--- src/rtl/lib_frame_keep_ctrl_if.sv ---
// Command and beat channels of the frame keep controller.
// Valid/ready: a transfer happens on a rising edge where vld & rdy are both high; once raised, vld and its payload hold until that transfer.
interface lib_frame_keep_ctrl_if #(
    parameter int BYTE_W = 8,
    parameter int LEN_W  = 16
);
    logic              cmd_vld;
    logic              cmd_rdy;
    logic [LEN_W-1:0]  cmd_len;
    logic              beat_vld;
    logic              beat_rdy;
    logic              beat_sop;
    logic              beat_eop;
    logic [BYTE_W-1:0] beat_keep;

    modport master (
        output cmd_vld, cmd_len, beat_rdy,
        input  cmd_rdy, beat_vld, beat_sop, beat_eop, beat_keep
    );

    modport slave (
        input  cmd_vld, cmd_len, beat_rdy,
        output cmd_rdy, beat_vld, beat_sop, beat_eop, beat_keep
    );
endinterface

--- src/rtl/lib_frame_keep_ctrl.sv ---
// Frame sequencer: turns one frame-length command into SOP/EOP-marked beats,
// full keep on every beat except the last, whose keep comes from the residual byte count.
module lib_frame_keep_ctrl #(
    parameter int BYTE_W = 8,
    parameter int LEN_W  = 16
) (
    input  logic                  clk,
    input  logic                  rst,
    lib_frame_keep_ctrl_if.slave  bus,
    output logic                  busy,
    output logic                  err_zero_len
);
    localparam int REM_W = $clog2(BYTE_W);
    localparam int CNT_W = LEN_W - REM_W + 1;

    typedef enum logic {
        IDLE = 1'b0,
        RUN  = 1'b1
    } state_t;

    state_t            state_q, state_d;
    logic [CNT_W-1:0]  cnt_q, cnt_d;
    logic [REM_W-1:0]  rem_q, rem_d;
    logic              sop_q, sop_d;
    logic              err_q, err_d;

    logic [LEN_W-1:0]  len_m1;
    logic [CNT_W-1:0]  load_cnt;
    logic [REM_W-1:0]  load_rem;
    logic              len_nz;
    logic              run;
    logic              last;
    logic              beat_hs;
    logic              cmd_hs;
    logic              load;
    logic [BYTE_W-1:0] keep;

    assign run      = (state_q == RUN);
    assign last     = run && (cnt_q == CNT_W'(1));
    assign len_nz   = |bus.cmd_len;
    // Only used when len_nz, so the wrap at zero never reaches a register.
    assign len_m1   = bus.cmd_len - LEN_W'(1);
    assign load_cnt = CNT_W'(len_m1 >> REM_W) + CNT_W'(1);
    assign load_rem = len_m1[REM_W-1:0];

    assign beat_hs  = run & bus.beat_rdy;
    // Accepting during the EOP transfer lets the next frame start with no bubble.
    assign bus.cmd_rdy = !run | (last & bus.beat_rdy);
    assign cmd_hs   = bus.cmd_vld & bus.cmd_rdy;
    assign load     = cmd_hs & len_nz;

    always_comb begin
        keep = '0;
        if (run) begin
            for (int i = 0; i < BYTE_W; i++) begin
                keep[i] = !last || (REM_W'(i) <= rem_q);
            end
        end
    end

    assign bus.beat_vld  = run;
    assign bus.beat_sop  = run & sop_q;
    assign bus.beat_eop  = last;
    assign bus.beat_keep = keep;
    assign busy          = run;
    assign err_zero_len  = err_q;

    always_comb begin
        state_d = state_q;
        cnt_d   = cnt_q;
        rem_d   = rem_q;
        sop_d   = sop_q;
        err_d   = cmd_hs & !len_nz;
        case (state_q)
            IDLE: begin
                if (load) begin
                    state_d = RUN;
                    cnt_d   = load_cnt;
                    rem_d   = load_rem;
                    sop_d   = 1'b1;
                end
            end
            RUN: begin
                if (beat_hs) begin
                    sop_d = 1'b0;
                    cnt_d = cnt_q - CNT_W'(1);
                    if (last) begin
                        if (load) begin
                            cnt_d = load_cnt;
                            rem_d = load_rem;
                            sop_d = 1'b1;
                        end else begin
                            state_d = IDLE;
                        end
                    end
                end
            end
            default: state_d = IDLE;
        endcase
    end

    always_ff @(posedge clk) begin
        if (rst) begin
            state_q <= IDLE;
            cnt_q   <= '0;
            rem_q   <= '0;
            sop_q   <= 1'b0;
            err_q   <= 1'b0;
        end else begin
            state_q <= state_d;
            cnt_q   <= cnt_d;
            rem_q   <= rem_d;
            sop_q   <= sop_d;
            err_q   <= err_d;
        end
    end
endmodule

--- src/flat_wrapper.sv ---
// flat-port wrapper written by rule: the top's interface ports become plain ports
module lib_frame_keep_ctrl_flat 
#(
    parameter int BYTE_W = 8,
    parameter int LEN_W  = 16
)
  (clk, rst, busy, err_zero_len, bus_cmd_vld, bus_cmd_len, bus_beat_rdy, bus_cmd_rdy, bus_beat_vld, bus_beat_sop, bus_beat_eop, bus_beat_keep);
  lib_frame_keep_ctrl_if #(.BYTE_W(BYTE_W), .LEN_W(LEN_W)) bus_i ();
  input  logic clk;
  input  logic rst;
  output logic busy;
  output logic err_zero_len;
  input wire logic [$bits(bus_i.cmd_vld)-1:0] bus_cmd_vld;
  input wire logic [$bits(bus_i.cmd_len)-1:0] bus_cmd_len;
  input wire logic [$bits(bus_i.beat_rdy)-1:0] bus_beat_rdy;
  output wire logic [$bits(bus_i.cmd_rdy)-1:0] bus_cmd_rdy;
  output wire logic [$bits(bus_i.beat_vld)-1:0] bus_beat_vld;
  output wire logic [$bits(bus_i.beat_sop)-1:0] bus_beat_sop;
  output wire logic [$bits(bus_i.beat_eop)-1:0] bus_beat_eop;
  output wire logic [$bits(bus_i.beat_keep)-1:0] bus_beat_keep;
  assign bus_i.cmd_vld = bus_cmd_vld;
  assign bus_i.cmd_len = bus_cmd_len;
  assign bus_i.beat_rdy = bus_beat_rdy;
  assign bus_cmd_rdy = bus_i.cmd_rdy;
  assign bus_beat_vld = bus_i.beat_vld;
  assign bus_beat_sop = bus_i.beat_sop;
  assign bus_beat_eop = bus_i.beat_eop;
  assign bus_beat_keep = bus_i.beat_keep;
  lib_frame_keep_ctrl #(.BYTE_W(BYTE_W), .LEN_W(LEN_W)) u_core (.clk(clk), .rst(rst), .bus(bus_i), .busy(busy), .err_zero_len(err_zero_len));
endmodule
--- config.mk ---
export PLATFORM = sky130hd
export DESIGN_NAME = lib_frame_keep_ctrl_flat
export DESIGN_NICKNAME = d
export VERILOG_FILES = /design/src/rtl/lib_frame_keep_ctrl_if.sv /design/src/rtl/lib_frame_keep_ctrl.sv /design/src/flat_wrapper.sv
export SDC_FILE = /design/constraint.sdc
export NUM_CORES = 1
export LEC_CHECK = 0
export ABC_AREA = 1
export ABC_CLOCK_PERIOD_IN_PS = 1700
export CAP_MARGIN = 10
export CORE_ASPECT_RATIO = 0.5
export CORE_MARGIN = 5
export CORE_UTILIZATION = 58
export DETAILED_ROUTE_END_ITERATION = 7
export DONT_BUFFER_PORTS = 1
export GPL_ROUTABILITY_DRIVEN = 0
export PLACE_DENSITY_LB_ADDON = 0.05
export SLEW_MARGIN = 30
export SYNTH_ARGS = -nofsm -noshare
export SYNTH_HDL_FRONTEND = slang
export SYNTH_SLANG_ARGS = --single-unit
--- constraint.sdc ---
create_clock -name clk -period 1.7 [get_ports clk]
set_input_delay 0.34 -clock clk [delete_from_list [all_inputs] [get_ports clk]]
set_output_delay 0.34 -clock clk [all_outputs]
set_load 0.005 [all_outputs]
==> flow_metrics.env <==
export IMPL_min_path_type="primary input to flip-flop"
export IMPL_setup_violations_final=25
export IMPL_worstSetupStartpointType="flip-flop"
export IMPL_final_nets=444
export IMPL_synthToLayoutAreaGrowth_pct=40.3
export IMPL_p_leak_nw=1.36
export IMPL_p_clk_share_pct=25.6
export IMPL_die_w_um=95.3
export IMPL_vias=2723
export IMPL_yosys_top_cells_count="nand2_1 (98), inv_1 (38), nor2_1 (38)"
export IMPL_grt_pass1_vias=2451
export IMPL_wirelength_mm=7.73
export IMPL_clk_pin_slew_worst_paths_ns=0.10
export IMPL_finalPower_mw=2.09
export IMPL_cts_tree="yes"
export IMPL_core_mm2=0.00347
export IMPL_io_buffers=0
export IMPL_ant_nets=0
export IMPL_clock_fmax_ghz=0.520
export IMPL_hpwlAfterDp_mm=5.05
export IMPL_relSlewSlack_pct=54.7
export IMPL_period_needed_ns=1.92
export IMPL_violations="setup timing"
export IMPL_via_per_inst=5.79
export IMPL_max_vdd_ir_drop_uv=348
export IMPL_synth_area_leaders="dfxtp_1 (19%), nand2_1 (17%), nand3_1 (8.3%), inv_1 (6.8%), nor2_1 (6.8%)"
export IMPL_finClkSkew_ns=0.00657
export IMPL_synth_fp_nets=378
export IMPL_fin_ws_ns=-0.224
export IMPL_intPower_mw=1.27
export IMPL_grt_pass1_wl_mm=11.0
export IMPL_drv_slew=0
export IMPL_cts_sinks=20
export IMPL_dpl_worst_slack_ns=-0.182
export IMPL_syn_inst=354
export IMPL_fin_setup_tns_ns=-3.90
export IMPL_cts_buffers=3
export IMPL_yosys_warnings=0
export IMPL_ys_ff_latch=20
export IMPL_antenna_found_initial=0
export IMPL_ioPinCount=34
export IMPL_syn_avg_cell_area_um2=5.97
export IMPL_max_cap_violations=0
export IMPL_hold_viol=0
export IMPL_ys_flop_type="dfxtp_1"
export IMPL_comb_power_share_pct=47.3
export IMPL_crit_type="flip-flop to flip-flop"
export IMPL_synth_top_area_cell="dfxtp_1"
export IMPL_synth_cell_area_mm2=0.00211
export IMPL_required_ns=1.91
export IMPL_wire_per_inst_um=16.4
export IMPL_nFillCells=208
export IMPL_ys_types=32
export IMPL_synth_edf_count=0
export IMPL_cts_hold_buf=0
export IMPL_synth_top_cell_area_share_pct=19.0
export IMPL_initialDrtViolationCount=158
export IMPL_rows=15
export IMPL_cts_root_buf="clkbuf_8"
export IMPL_yosysSeqAreaShare_pct=19.0
export IMPL_power_per_cell_area_mw_per_mm2=705
export IMPL_end_kind="flip-flop"
export IMPL_die_area_mm2=0.00502
export IMPL_initial_core_util_pct=60.8
export IMPL_clk_path_buf_depth=2
export IMPL_drc=0
export IMPL_hold_ws_ns=0.0930
export IMPL_outcome="finished, violations left"
export IMPL_die_h_um=52.7
export IMPL_firstDrtPassIters=5
export IMPL_grt_overflow_total=0
export IMPL_final_area_mm2=0.00296
export IMPL_cp_max_fo=4
export IMPL_arrival_ns=2.14
export IMPL_switching_share_pct=39.3
export IMPL_drive_above_1_share_pct=36.5
export IMPL_sequentialPowerShare_pct=27.1
export IMPL_switchingPower_mw=0.821
export IMPL_diodes=0
export IMPL_worst_pin_slew_ns=0.679
export IMPL_track_usage_pct=28.7
export IMPL_grt_setup_unrepaired="true"
export IMPL_async_flop_share_pct=0
export IMPL_synth_most_common_cell="nand2_1"
export IMPL_fin_crit_sh_pct=113
export IMPL_dpl_instance_area_mm2=0.00255
export IMPL_insertion_delay_ns=0.29
export IMPL_grt_max_degree=16
export IMPL_ctsHtreeMaxLevel=1
==> state kept, by name, indices dropped and copies added, names as in the netlist <==
signal / count
u_core.sop_q: 1
u_core.bus.beat_vld: 1
u_core.rem_q: 3
u_core.cnt_q: 14
u_core.err_zero_len: 1
==> cell families after synthesis <==
family	after synthesis	synth area share, %
DFF	20	19.0
adders and majority gates	4	2.37
AOI/OAI and AO/OA	55	13.9
and+or+nand+nor	213	48.9
buffers and inverters	47	9.66
xor gates and xnor gates	15	6.22
==> critical path, stage by stage (launching register included) <==
cell     delay [ns]
dfxtp_2        0.34
inv_2          0.08
ha_4           0.14
nand3_4        0.08
nor2_4         0.12
buf_6          0.12
nand3_4        0.06
nand2_4        0.08
nand3_4        0.12
o21ai_4        0.20
buf_6          0.15
buf_6          0.11
nand3_4        0.07
a21oi_2        0.17
==> per-stage QoR <==
step / util [%] / instances
3_3_place_gp: 73.4 / 453
6_report: 85.3 / 470
2_1_floorplan: - / 354
3_5_place_dp: 73.4 / 453
4_1_cts: 80.0 / 462
5_1_grt: 85.3 / 470
==> layout by cell type (no fill, tap or decap), drive strengths merged <==
cell type / Yosys / layout
a21oi: 21 / 21
dfxtp: 20 / 20
buf: 6 / 68
bufinv: 0 / 1
nor4: 1 / 1
xor2: 9 / 9
nand3b: 1 / 1
inv: 40 / 40
nand3: 40 / 40
nor2: 52 / 52
ha: 4 / 4
a31oi: 2 / 2
nor3: 3 / 3
or2: 2 / 2
xnor2: 6 / 6
o21ai: 32 / 32
clkbuf: 1 / 3
nand4: 6 / 6
nand2: 108 / 108
==> power by group through the flow <==
stage	sequential, mW	clock [mW]	combinational (mW)
after global routing	0.569	0.544	1.07
after global placement	0.560	0	0.707
after CTS	0.557	0.514	0.812
final	0.566	0.535	0.989
after detailed placement	0.562	0	0.725
after floorplan	0.571	0	0.449
==> worst paths after layout <==
kind / startpoint / endpoint / slack, ns / cells past startpoint
max: u_core.cnt_q[1] / u_core.cnt_q[8] / -0.22 / 13
min: rst / u_core.cnt_q[7] / 0.09 / 1
max reg2reg: u_core.cnt_q[1] / u_core.cnt_q[8] / -0.22 / 13
min reg2reg: u_core.sop_q / u_core.sop_q / 0.49 / 2
==> layer usage <==
| layer | vias to the layer above | GRT usage [%] | routed length, um |
|---|---|---|---|
| met4 | 0 | 6.46 | 276 |
| li1 | 1280 | - | - |
| met1 | 1258 | 36.6 | 3150 |
| met3 | 37 | 6.60 | 722 |
| met5 | - | 0 | 0 |
| met2 | 148 | 49.4 | 3580 |
==> area by class of cell <==
class / count / area, um^2 / area share, %
clock inverters: 1 / 30.0 / 1.01
clock buffers: 3 / 41.3 / 1.39
inverters: 40 / 150 / 5.07
repair buffers: 68 / 544 / 18.4
flip-flops and latches: 20 / 405 / 13.7
well taps: 51 / 63.8 / 2.15
multi-input cells: 287 / 1730 / 58.3
==> repair_timing <==
| item | 4_1_cts | 5_1_grt |
|---|---|---|
| endpoints found under the setup margin | 19 | 27 |
| buffers inserted | 5 | 8 |
| gates resized for setup | 36 | 32 |
| pin swaps | 8 | 16 |
| hold endpoints to repair | 0 | 0 |
Note: power is estimated with default switching activity, not from simulation.
